File: src/rtl/hazard_pkg.sv
// Shared types for the RV32I hazard controller: forwarding selects, FSM states and match helpers.
// Purely combinational helpers with no latency and no flow control of their own.
// Backpressure: not applicable; consumers decide how matches turn into stalls.
package hazard_pkg;

    typedef enum logic [1:0] {
        FWD_RF  = 2'd0,
        FWD_WB  = 2'd1,
        FWD_MEM = 2'd2,
        FWD_EX  = 2'd3
    } fwd_sel_e;

    typedef enum logic {
        RUN      = 1'b0,
        MEM_WAIT = 1'b1
    } hz_state_e;

    // x0 is hardwired zero, so it never creates a dependency.
    function automatic logic src_hit(
        input logic       rs_used,
        input logic [4:0] rs_addr,
        input logic [4:0] rd_addr,
        input logic       cond
    );
        return rs_used && (rs_addr != 5'd0) && cond && (rs_addr == rd_addr);
    endfunction

endpackage

File: src/rtl/fwd_sel.sv
// Per-operand forwarding priority: youngest producer wins, loads skipped until their data is in WB.
// Latency: combinational, zero cycles.
// Backpressure: none; load-use stalls in hazard_ctrl cover the skipped load cases.
module fwd_sel
    import hazard_pkg::*;
(
    input  logic [4:0] i_rs_addr,
    input  logic       i_rs_used,
    input  logic [4:0] i_rd_addr_ex,
    input  logic       i_rd_wren_ex,
    input  logic       i_is_load_ex,
    input  logic [4:0] i_rd_addr_mem,
    input  logic       i_rd_wren_mem,
    input  logic       i_is_load_mem,
    input  logic [4:0] i_rd_addr_wb,
    input  logic       i_rd_wren_wb,
    output fwd_sel_e   o_sel
);

    logic hit_ex;
    logic hit_mem;
    logic hit_wb;

    always_comb begin
        hit_ex  = src_hit(i_rs_used, i_rs_addr, i_rd_addr_ex, i_rd_wren_ex && !i_is_load_ex);
        hit_mem = src_hit(i_rs_used, i_rs_addr, i_rd_addr_mem, i_rd_wren_mem && !i_is_load_mem);
        hit_wb  = src_hit(i_rs_used, i_rs_addr, i_rd_addr_wb, i_rd_wren_wb);

        o_sel = FWD_RF;
        if (hit_ex) begin
            o_sel = FWD_EX;
        end else if (hit_mem) begin
            o_sel = FWD_MEM;
        end else if (hit_wb) begin
            o_sel = FWD_WB;
        end
    end

endmodule

File: src/rtl/hazard_ctrl.sv
// Forwarding, load-use stall, branch flush and bus wait-state freeze for the 5-stage core.
// Latency: all controls combinational; o_lsu_err registered one cycle after the timeout cycle.
// Backpressure: bus freeze holds every stage until ready or timeout. HAZARD_PERF_EN builds the perf counters.
module hazard_ctrl
    import hazard_pkg::*;
#(
    parameter int TIMEOUT_W   = 8,
    parameter int TIMEOUT_CYC = 255
) (
    input  logic        i_clk,
    input  logic        i_reset,
    input  logic [4:0]  i_rs1_addr_id,
    input  logic [4:0]  i_rs2_addr_id,
    input  logic        i_rs1_used_id,
    input  logic        i_rs2_used_id,
    input  logic [4:0]  i_rd_addr_ex,
    input  logic [4:0]  i_rd_addr_mem,
    input  logic [4:0]  i_rd_addr_wb,
    input  logic        i_rd_wren_ex,
    input  logic        i_rd_wren_mem,
    input  logic        i_rd_wren_wb,
    input  logic        i_is_load_ex,
    input  logic        i_is_load_mem,
    input  logic        i_pc_sel_ex,
    input  logic        i_lsu_req_mem,
    input  logic        i_lsu_ready,
    output logic [1:0]  o_forward_a,
    output logic [1:0]  o_forward_b,
    output logic        o_stall_pc,
    output logic        o_stall_if_id,
    output logic        o_stall_id_ex,
    output logic        o_stall_ex_mem,
    output logic        o_flush_if_id,
    output logic        o_flush_id_ex,
    output logic        o_flush_mem_wb,
    output logic        o_lsu_err,
    output logic [31:0] o_perf_stall,
    output logic [31:0] o_perf_flush,
    output logic [31:0] o_perf_tmo
);

    localparam logic [TIMEOUT_W-1:0] TMO_LIM = TIMEOUT_W'(TIMEOUT_CYC);
    localparam logic [TIMEOUT_W-1:0] CNT_ONE = TIMEOUT_W'(1);

    fwd_sel_e              fwd_a;
    fwd_sel_e              fwd_b;
    hz_state_e             state_q, state_d;
    logic [TIMEOUT_W-1:0]  cnt_q, cnt_d;
    logic                  lsu_err_q, lsu_err_d;
    logic                  freeze;
    logic                  tmo;
    logic                  load_use;
    logic                  br_flush;
    logic                  lu_stall;

    fwd_sel u_fwd_a (
        .i_rs_addr     (i_rs1_addr_id),
        .i_rs_used     (i_rs1_used_id),
        .i_rd_addr_ex  (i_rd_addr_ex),
        .i_rd_wren_ex  (i_rd_wren_ex),
        .i_is_load_ex  (i_is_load_ex),
        .i_rd_addr_mem (i_rd_addr_mem),
        .i_rd_wren_mem (i_rd_wren_mem),
        .i_is_load_mem (i_is_load_mem),
        .i_rd_addr_wb  (i_rd_addr_wb),
        .i_rd_wren_wb  (i_rd_wren_wb),
        .o_sel         (fwd_a)
    );

    fwd_sel u_fwd_b (
        .i_rs_addr     (i_rs2_addr_id),
        .i_rs_used     (i_rs2_used_id),
        .i_rd_addr_ex  (i_rd_addr_ex),
        .i_rd_wren_ex  (i_rd_wren_ex),
        .i_is_load_ex  (i_is_load_ex),
        .i_rd_addr_mem (i_rd_addr_mem),
        .i_rd_wren_mem (i_rd_wren_mem),
        .i_is_load_mem (i_is_load_mem),
        .i_rd_addr_wb  (i_rd_addr_wb),
        .i_rd_wren_wb  (i_rd_wren_wb),
        .o_sel         (fwd_b)
    );

    // Counter tracks frozen cycles, so the entry cycle already counts as one.
    always_comb begin
        state_d   = state_q;
        cnt_d     = cnt_q;
        freeze    = 1'b0;
        tmo       = 1'b0;
        case (state_q)
            RUN: begin
                if (i_lsu_req_mem && !i_lsu_ready) begin
                    freeze  = 1'b1;
                    state_d = MEM_WAIT;
                    cnt_d   = CNT_ONE;
                end
            end
            MEM_WAIT: begin
                if (i_lsu_ready) begin
                    state_d = RUN;
                    cnt_d   = '0;
                end else if (cnt_q == TMO_LIM) begin
                    tmo     = 1'b1;
                    state_d = RUN;
                    cnt_d   = '0;
                end else begin
                    freeze  = 1'b1;
                    cnt_d   = cnt_q + CNT_ONE;
                end
            end
            default: begin
                state_d = RUN;
                cnt_d   = '0;
            end
        endcase
        lsu_err_d = tmo;
    end

    always_ff @(posedge i_clk or negedge i_reset) begin
        if (!i_reset) begin
            state_q   <= RUN;
            cnt_q     <= '0;
            lsu_err_q <= 1'b0;
        end else begin
            state_q   <= state_d;
            cnt_q     <= cnt_d;
            lsu_err_q <= lsu_err_d;
        end
    end

    // Freeze outranks the branch, which outranks load-use; reset forces every control low.
    always_comb begin
        load_use = src_hit(i_rs1_used_id, i_rs1_addr_id, i_rd_addr_ex,  i_is_load_ex)
                 | src_hit(i_rs1_used_id, i_rs1_addr_id, i_rd_addr_mem, i_is_load_mem)
                 | src_hit(i_rs2_used_id, i_rs2_addr_id, i_rd_addr_ex,  i_is_load_ex)
                 | src_hit(i_rs2_used_id, i_rs2_addr_id, i_rd_addr_mem, i_is_load_mem);
        br_flush = i_reset && i_pc_sel_ex && !freeze;
        lu_stall = i_reset && load_use && !i_pc_sel_ex && !freeze;

        o_forward_a    = i_reset ? 2'(fwd_a) : 2'(FWD_RF);
        o_forward_b    = i_reset ? 2'(fwd_b) : 2'(FWD_RF);
        o_stall_pc     = (i_reset && freeze) || lu_stall;
        o_stall_if_id  = (i_reset && freeze) || lu_stall;
        o_stall_id_ex  = i_reset && freeze;
        o_stall_ex_mem = i_reset && freeze;
        o_flush_if_id  = br_flush;
        o_flush_id_ex  = br_flush || lu_stall;
        o_flush_mem_wb = i_reset && freeze;
        o_lsu_err      = lsu_err_q;
    end

`ifdef HAZARD_PERF_EN
    logic [31:0] perf_stall_q, perf_stall_d;
    logic [31:0] perf_flush_q, perf_flush_d;
    logic [31:0] perf_tmo_q,   perf_tmo_d;

    always_comb begin
        perf_stall_d = perf_stall_q + {31'd0, o_stall_pc};
        perf_flush_d = perf_flush_q + {31'd0, br_flush};
        perf_tmo_d   = perf_tmo_q   + {31'd0, tmo};
    end

    always_ff @(posedge i_clk or negedge i_reset) begin
        if (!i_reset) begin
            perf_stall_q <= '0;
            perf_flush_q <= '0;
            perf_tmo_q   <= '0;
        end else begin
            perf_stall_q <= perf_stall_d;
            perf_flush_q <= perf_flush_d;
            perf_tmo_q   <= perf_tmo_d;
        end
    end

    assign o_perf_stall = perf_stall_q;
    assign o_perf_flush = perf_flush_q;
    assign o_perf_tmo   = perf_tmo_q;
`else
    assign o_perf_stall = 32'd0;
    assign o_perf_flush = 32'd0;
    assign o_perf_tmo   = 32'd0;
`endif

endmodule

File: config.mk
export PLATFORM = sky130hd
export DESIGN_NAME = hazard_ctrl
export DESIGN_NICKNAME = d
export VERILOG_FILES = /design/src/rtl/hazard_pkg.sv /design/src/rtl/fwd_sel.sv /design/src/rtl/hazard_ctrl.sv
export SDC_FILE = /design/constraint.sdc
export NUM_CORES = 1
export LEC_CHECK = 0
export CAP_MARGIN = 20
export CORE_ASPECT_RATIO = 0.5
export CORE_MARGIN = 3
export CORE_UTILIZATION = 33
export CTS_CLUSTER_SIZE = 8
export DETAILED_ROUTE_END_ITERATION = 7
export PLACE_DENSITY = 0.82
export SLEW_MARGIN = 20
export SYNTH_ARGS = -nofsm -noshare
export SYNTH_HDL_FRONTEND = slang
export SYNTH_SLANG_ARGS = --single-unit
File: constraint.sdc
create_clock -name i_clk -period 2.17 [get_ports i_clk]
set_input_delay 0.3255 -clock i_clk [delete_from_list [all_inputs] [get_ports i_clk]]
set_output_delay 0.3255 -clock i_clk [all_outputs]
set_load 0.02 [all_outputs]
# Word level (Yosys, flattened, before mapping)
# Index checks and enable logic that the tools add are counted.
totals:
  regBits: 10
  input_bits: 37
  out_inout_bits: 108
  elab_cells: 75
op_classes:
  n_addsub: 1
  n_eq_ne: 8
  mux: 19
  bitwise_logic: 4
  reduce_logical: 40
op_table:
  columns: ["operator", "n"]
  rows:
  - ["logical AND 1 bit", 31]
  - ["== test 5 bit", 6]
  - ["2-to-1 mux 8 bit", 3]
  - ["case mux 8 bit (2 select lines)", 1]
  - ["2-to-1 mux 2 bit", 6]
  - ["nonzero test 5 bit", 2]
  - ["adder 8 x 1 -> 8 bit (second input constant)", 1]
  - ["== test 8 bit (second input constant)", 1]
  - ["2-to-1 mux 1 bit", 8]
  - ["logical NOT 1 bit", 5]
  - ["OR 1 bit", 3]
  - ["logical OR 1 bit", 2]
  - ["!= test 2 bit (second input constant)", 1]
  - ["case mux 1 bit (2 select lines)", 1]
  - ["NOT 1 bit", 1]

# Depth between registers and ports, before layout
# Gate-level depths: netlist of run 1.
depth:
  ltp_word: 11
  mapped_depth: 7
  ltp_nobuf: 6

# Cells and area by module
# From an unflattened synthesis of run 1, not the netlist that was laid out.
unflattened:
  cells_unflattened: 247
  area_unflattened_um2: 1968.1
by_module_without_submodules:
  columns: ["mod", "instances", "cells_each", "area_per_inst_um2", "seq_area_each_um2"]
  rows:
  - ["hazard_ctrl", 1, 197, 1575.3, 250.2]
  - ["fwd_sel", 2, 25, 196.4, 0.0]

# Worst setup path after synthesis of run 1
# No wires, ideal clock.
synth_timing:
  path_kind: "in2out"
  startpoint: "input i_rd_addr_mem[4]"
  endpoint: "output o_stall_pc"
  arrival_ps: 1945
  required_ps: 1845
  slack_ps: -101
  path_stages: 6
  n_path_buf: 1
  path_cell_list: "xnor2_1 -> nand3_1 -> nor4_1 -> o21ai_0 -> o311ai_1 -> buf_4"
synth_between:
  elab_chain_len: 9
  elab_cells_between_ends: 11
  classes_between: "eq/ne: 2; bitwise: 3; reduce/logical: 6"
synth_rtl:
  columns: ["element", "line", "text"]
  rows:
  - ["from (decl)", "hazard_ctrl.sv:17", "input logic [4:0] i_rd_addr_mem,"]
  - ["== test 5 bit", "hazard_pkg.sv:25", "return rs_used && (rs_addr != 5'd0) && cond && (rs_addr == rd_addr);"]
  - ["logical AND 1 bit", "hazard_pkg.sv:25", null]
  - ["OR 1 bit", "hazard_ctrl.sv:134", "| src_hit(i_rs1_used_id, i_rs1_addr_id, i_rd_addr_mem, i_is_load_mem)"]
  - ["OR 1 bit", "hazard_ctrl.sv:135", "| src_hit(i_rs2_used_id, i_rs2_addr_id, i_rd_addr_ex, i_is_load_ex)"]
  - ["OR 1 bit *", "hazard_ctrl.sv:136", "| src_hit(i_rs2_used_id, i_rs2_addr_id, i_rd_addr_mem, i_is_load_mem);"]
  - ["logical AND 1 bit * (3 in a row)", "hazard_ctrl.sv:138", "lu_stall = i_reset && load_use && !i_pc_sel_ex && !freeze;"]
  - ["logical OR 1 bit *", null, null]
  - ["to (decl)", "hazard_ctrl.sv:29", "output logic o_stall_pc,"]
# Mark *: on every way between the ends. The rest lies on a longest branch, timed or not.

# Worst setup path in the final report of run 1
layout_timing:
  startpoint: "input i_rs2_addr_id[2]"
  endpoint: "output o_forward_b[0]"
layout_between:
  elab_chain_len: 8
  elab_cells_between_ends: 15
  classes_between: "eq/ne: 3; mux: 4; reduce/logical: 8"
layout_rtl:
  columns: ["element", "line", "text"]
  rows:
  - ["from (decl)", "hazard_ctrl.sv:13", "input logic [4:0] i_rs2_addr_id,"]
  - ["nonzero test 5 bit", "hazard_pkg.sv:25", null]
  - ["logical AND 1 bit (3 in a row)", "hazard_pkg.sv:25", null]
  - ["2-to-1 mux 1 bit", "fwd_sel.sv:34", "end else if (hit_wb) begin"]
  - ["2-to-1 mux 2 bit", "fwd_sel.sv:32", "end else if (hit_mem) begin"]
  - ["2-to-1 mux 2 bit *", "fwd_sel.sv:30", "if (hit_ex) begin"]
  - ["2-to-1 mux 2 bit *", "hazard_ctrl.sv:141", "o_forward_b = i_reset ? 2'(fwd_b) : 2'(FWD_RF);"]
  - ["to (decl)", "hazard_ctrl.sv:28", "output logic [1:0] o_forward_b,"]
# Marks and branches as above.

==> results.txt, run 1 <==
----------------------------------------------------
[Final layout]
  Number of diodes ... 0
  Area growth, synth to finish ... 39.5%
  Fraction of final layout cells sized beyond drive strength 1 ... 0.313
  Number of non-filler instances in the completed layout ... 380
  Final-stage net count ... 350
  Final standard cell utilization of the core ... 0.486

[Synth]
  EDFF count, synth ... 0
  Most common flop cell mapped by yosys ... dfrtp_1
  Number of synthesized register bits ... 10
  Avg Cell Area, Syn ... 7.99 um2
  Portion of the post-synthesis area used by sequential elements ... 0.143
  Yosys warnings ... 0
  Cell area after synthesis ... 0.00175 mm2
  Cell accounting for the most synthesized area ... buf_4
  Synthesized netlist cell count ... 219
  Post-synth top area share ... 0.425
  Main area contributors after synthesis ... buf_4, dfrtp_1, xor2_1, xnor2_1, o21ai_0
  Number of unique standard cell types used by synthesis ... 37
  Async SR Flop Fraction ... 1.00

[STA]
  Pin slew with the least headroom to its limit ... 560 ps
  Worst hold slack ... 445 ps
  Pins Over Slew Limit ... 0
  Setup repair after global routing missed its margin ... true
  Worst-case headroom to the max-slew limit ... 0.623
  Maximum clock skew at final layout ... 1.07 ps
  Setup violators final ... 5
  Final Hold Vio Count ... 0
  Period Utilization, post-route ... 1.04
  Fmax achieved ... 442 MHz
  Post-route setup slack ... -89.9 ps
  Final Critical Period ... 2260 ps

[Clock network]
  Clock-pin transition on the worst setup and hold timing paths ... 50 ps
  Clock Tree Buf Depth ... 2
  Sink count of the clock tree ... 10
  Clock Latency Late Sink ... 240 ps
  Buffer type at the clock tree root ... clkbuf_8
  CTS HTree Levels ... 1
  Number of CTS-inserted buffers ... 3
  Cts hold-fix bufs ... 0
  Clock tree from TritonCTS ... yes

[Placed design]
  Last weighted congestion value of the routability-driven placer ... 0.906
  Count of buffers from port buffering ... 48
  Cells after DPL ... 373
  HPWL after detailed placement ... 3.74 mm

[Run status]
  Run status ... complete, but fails checks
  Failing checks ... setup timing

[Setup path]
  Sum of buffers and inverters on the critical path ... 3
  Worst path depth ... 8
  Worst EP arrival ... 1930 ps
  Worst Setup End Kind ... output port
  Data required time at the worst endpoint ... 1840 ps
  Most frequent cell on the critical path ... buf_6
  Worst Setup Path Type ... input pin to output port
  Category of the worst setup path launch point ... input pin
  Length in cells of the worst reg-to-reg path ... 7
  Ordered cell list for the critical path ... buf_6 -> or4_4 -> o21ai_4 -> nor4_4 -> buf_4 -> a211o_1 -> a21oi_2 -> buf_6
  Kind of cell adding the most delay to the critical path ... compound AO/OA/AOI/OAI gates
  Worst-path fanout max ... 3
  Critical Path Slowest Stage Cell ... or4_4
  Stage delay of the slowest cell on the critical path ... 550 ps

[Pwr]
  Areal power density over the cells ... 355 mW/mm2
  Leakage power ... 1.23 nW
  Overall Power ... 0.000866 W
  Worst supply voltage drop on vdd ... 150 uV

[Floorplan]
  Die extent in x ... 109 um
  Full die area ... 0.00626 mm2
  Top-level port count ... 145
  Die Y-Extent ... 57.5 um
  Row cnt ... 18
  Placeable core region ... 0.00502 mm2
  Initial core utilization ... 0.348

[Global routing]
  Residual overflow from global routing ... 0
  Maximum number of pins on one net before global-route repair ... 9
  Antenna violations before repair ... 0
  All-layer global routing usage ... 0.141
  Number of global-route vias before repair ... 1421
  Global-route wire length before repair ... 6.82 mm

[Detailed routing]
  Drt initial violations ... 38
  Number of detailed-routing iterations run before antenna repair ... 4
  Residual DRC ... 0
  Antenna Violating Nets Remaining ... 0
  Via Count ... 1581
  Average routed wire per standard cell ... 13.1 um
  Post-DR vias/cell ... 4.16
  Final wirelength ... 4.99 mm

[Job]
  Number of max-capacitance violations reported ... 0

[Hold path]
  Worst hold-check path type ... input pin to asynchronous set/reset pin

----------------------------------------------------
layout make-up:
| type | instances | area (um2) |
|---|---|---|
| clock buffers | 3 | 41.3 |
| fillers | 471 | 2580 |
| well taps | 70 | 87.6 |
| multi-input cells | 200 | 1280 |
| flip-flops and latches | 10 | 250 |
| repair buffers | 92 | 764 |
| inverters | 5 | 18.8 |
synthesized netlist by cell type, types with 2 or more instances:
cell type and n:
o21a_1 2, xnor2_1 15, nand3b_1 2, nor2_1 5
dfrtp_1 10, buf_4 99, nor2b_1 2, nand3_1 9
xor2_1 17, o21ai_0 10, o31ai_1 3, a31oi_1 2
nor4_1 5, and3_1 2, a21oi_1 2, inv_1 5
nand2_1 9
cell usage in the layout (no fill, tap or decap), drive strengths merged, types with 6 or more instances in the layout:
cell            n
conb           96
dlygate4sd2     8
xnor2          15
xor2           17
nand2           9
o21ai          12
buf            62
clkbuf          7
clkdlybuf4s50  12
nand3           9
nor4            6
dfrtp          10
metal layers:
layer / wire [um] / global-route usage / part of all wire / vias up
met5: 0 / 0 / 0 / -
met4: 270 / 0.0791 / 0.054 / 0
met3: 346 / 0.0203 / 0.069 / 25
met2: 2750 / 0.284 / 0.55 / 100
met1: 1620 / 0.138 / 0.33 / 738
li1: - / - / - / 718
sequential cells by signal, indices dropped and copies added, names as in the netlist:
name	flops
o_lsu_err	1
cnt_q	8
state_q	1
per-stage QoR:
| step | area (um2) | TNS (ps) | worst slack (ps) |
|---|---|---|---|
| floorplan | 2110 | 0 | 94.6 |
| global placement | 2240 | -6510 | -881 |
| detailed placement | 2240 | -7340 | -1070 |
| CTS | 2390 | -211 | -109 |
| global route | 2440 | -571 | -125 |
| finish | 2440 | -284 | -89.9 |
where the power goes:
part	internal (W)	total (W)	switching, W
clock network	0.000122	0.000196	0.0000747
logic	0.000167	0.000468	0.000301
registers	0.000196	0.000202	0.00000619
path summary, 6_finish.rpt:
kind                                        end  slack (ps)                 start
setup / recovery                 o_forward_b[0]         -90      i_rs2_addr_id[2]
setup reg to reg           cnt_q[7]$_DFFE_PN0P_         360  cnt_q[0]$_DFFE_PN0P_
min in group i_clk            state_q$_DFF_PN0_         530  cnt_q[6]$_DFFE_PN0P_
hold reg to reg               state_q$_DFF_PN0_         530  cnt_q[6]$_DFFE_PN0P_
hold / removal                state_q$_DFF_PN0_         450               i_reset
max in group asynchronous  cnt_q[7]$_DFFE_PN0P_        1580               i_reset
kinds of logic (layout without fill, tap and decap cells):
logic type / after synthesis / after routing / synth area share
XOR/XNOR: 32 / 32 / 0.160
multiplexers: 1 / 1 / 0.00572
AO/OA/AOI/OAI: 30 / 30 / 0.120
adder cells (fa/ha/maj): 1 / 1 / 0.00715
AND/OR/NAND/NOR: 40 / 40 / 0.126
flip-flops: 10 / 10 / 0.143
other: 1 / 96 / 0.00214
buffers and inverters: 104 / 100 / 0.436
repair_timing:
action | CTS | global route
pin swaps | 28 | 15
setup buffers | 7 | 0
endpoints found under the setup margin | 11 | 11
resized for setup | 132 | 21
No activity file was read; power rests on OpenSTA's default activity.
==> run 2: changes to the inputs <==
CTS_CLUSTER_SIZE = default   (was 8)
==> results of run 2 <==
Final layout, timing and power as in run 1 (identical DEF).
==> run 3: changes to the inputs <==
RECOVER_POWER = 50   (was default)
==> run 3 against run 2 <==
  * The run still ends with setup timing left
  * Cell area decreased by 0.41%
  * First-iteration DRC count increased by 2.6%
  * Wire length unchanged
  * Via count increased by 1.6%
  * Highest routed layer unchanged
==> results.txt, run 3 (synthesis results as in run 1) <==
----------------------------------------------------
[Floorplan]
  Placeable core region ... 0.00502 mm2
  Die Y-Extent ... 57.5 um
  Initial core utilization ... 0.348
  Die extent in x ... 109 um
  Full die area ... 0.00626 mm2
  Row cnt ... 18
  Top-level port count ... 145

[Detailed routing]
  Via Count ... 1606
  Number of detailed-routing iterations run before antenna repair ... 4
  Final wirelength ... 4.99 mm
  Average routed wire per standard cell ... 13.1 um
  Residual DRC ... 0
  Antenna Violating Nets Remaining ... 0
  Post-DR vias/cell ... 4.23
  Drt initial violations ... 39

[Global routing]
  Global-route wire length before repair ... 6.82 mm
  Maximum number of pins on one net before global-route repair ... 9
  All-layer global routing usage ... 0.141
  Antenna violations before repair ... 0
  Number of global-route vias before repair ... 1421
  Residual overflow from global routing ... 0

[Setup path]
  Kind of cell adding the most delay to the critical path ... compound AO/OA/AOI/OAI gates
  Worst Setup Path Type ... input pin to output port
  Ordered cell list for the critical path ... buf_6 -> or4_4 -> o21ai_4 -> nor4_4 -> buf_4 -> a211o_1 -> a21oi_2 -> buf_6
  Stage delay of the slowest cell on the critical path ... 540 ps
  Worst-path fanout max ... 3
  Worst Setup End Kind ... output port
  Critical Path Slowest Stage Cell ... or4_4
  Most frequent cell on the critical path ... buf_6
  Category of the worst setup path launch point ... input pin
  Worst path depth ... 8
  Data required time at the worst endpoint ... 1840 ps
  Sum of buffers and inverters on the critical path ... 3
  Worst EP arrival ... 1930 ps
  Length in cells of the worst reg-to-reg path ... 7

[Final layout]
  Most frequent cells in the layout ... conb_1, buf_4, xor2_1
  Final cell area excluding filler cells ... 0.00243 mm2
  Biggest register ... cnt_q
  Final-stage net count ... 350
  Fraction of final layout cells sized beyond drive strength 1 ... 0.303
  Most common library cell in the layout ignoring fill and taps ... conb_1
  Number of flip-flops under the largest register name ... 8
  Area growth, synth to finish ... 38.9%
  Number of diodes ... 0

[Clock network]
  Clock tree from TritonCTS ... yes
  Clock Latency Late Sink ... 240 ps
  Buffer type at the clock tree root ... clkbuf_8
  CTS HTree Levels ... 1
  Clock Tree Buf Depth ... 2
  Number of CTS-inserted buffers ... 3
  Cts hold-fix bufs ... 0
  Clock-pin transition on the worst setup and hold timing paths ... 50 ps
  Sink count of the clock tree ... 10

[Pwr]
  Overall Power ... 0.000861 W
  Worst supply voltage drop on vdd ... 147 uV
  Leakage power ... 1.23 nW
  Areal power density over the cells ... 354 mW/mm2

[Hold path]
  Cells on Worst Hold Path ... 1
  Worst hold-check path type ... flip-flop to flip-flop

[Job]
  Number of max-capacitance violations reported ... 0

[STA]
  Final Critical Period ... 2260 ps
  Pins Over Slew Limit ... 0
  Setup repair after global routing missed its margin ... true
  Setup violators final ... 5
  Maximum clock skew at final layout ... 0.451 ps
  Pin slew with the least headroom to its limit ... 542 ps
  Fmax achieved ... 443 MHz
  Period Utilization, post-route ... 1.04
  Post-route setup slack ... -86.4 ps
  Worst-case headroom to the max-slew limit ... 0.636
  Final Hold Vio Count ... 0
  Setup TNS Final ... -283 ps
  Worst hold slack ... 525 ps

[Placed design]
  Area post-placement ... 0.00224 mm2
  Last weighted congestion value of the routability-driven placer ... 0.906
  DP Worst Slack ... -1070 ps
  HPWL after detailed placement ... 3.74 mm
  Count of buffers from port buffering ... 48

[Run status]
  Failing checks ... setup timing
  Run status ... complete, but fails checks

----------------------------------------------------
==> run 3: cell type report <==
class	instances	area, um2
clock buffers	3	41.3
fillers	475	2590
inverters	5	18.8
multi-input cells	200	1270
flip-flops and latches	10	250
well taps	70	87.6
repair buffers	92	757
==> run 3: report_power, final <==
group          switching [W]  total, W  internal, W
Clock              0.0000729  0.000194     0.000121
Combinational       0.000302  0.000465     0.000164
Sequential        0.00000574  0.000201     0.000196
Total               0.000380  0.000861     0.000481
==> run 3: worst paths after layout <==
check | startpoint | endpoint | slack, ps
max | i_rs2_addr_id[2] | o_forward_b[0] | -90
min | cnt_q[6]$_DFFE_PN0P_ | state_q$_DFF_PN0_ | 530
max reg2reg | cnt_q[0]$_DFFE_PN0P_ | cnt_q[7]$_DFFE_PN0P_ | 370
min reg2reg | cnt_q[6]$_DFFE_PN0P_ | state_q$_DFF_PN0_ | 530
max in group asynchronous | i_reset | cnt_q[7]$_DFFE_PN0P_ | 1210
min in group asynchronous | i_reset | state_q$_DFF_PN0_ | 580
==> run 3: through the flow <==
step / util / cells
finish: 0.484 / 380
global route: 0.484 / 380
CTS: 0.476 / 381
detailed placement: 0.446 / 373
global placement: 0.446 / 373
floorplan: - / 314
==> run 3: layer usage <==
layer | GRT usage | vias up | part of all wire
met5 | 0 | - | 0
met4 | 0.0791 | 0 | 0.055
met3 | 0.0203 | 25 | 0.075
met2 | 0.284 | 100 | 0.55
met1 | 0.138 | 761 | 0.32
li1 | - | 720 | -
==> run 3: repair_timing <==
item                       4_1_cts  5_1_grt
setup endpoints to repair       11       11
cloned                           0        0
resized for setup              132       21
hold endpoints to repair         0        0
pin swaps                       28       15
setup buffers                    7        0
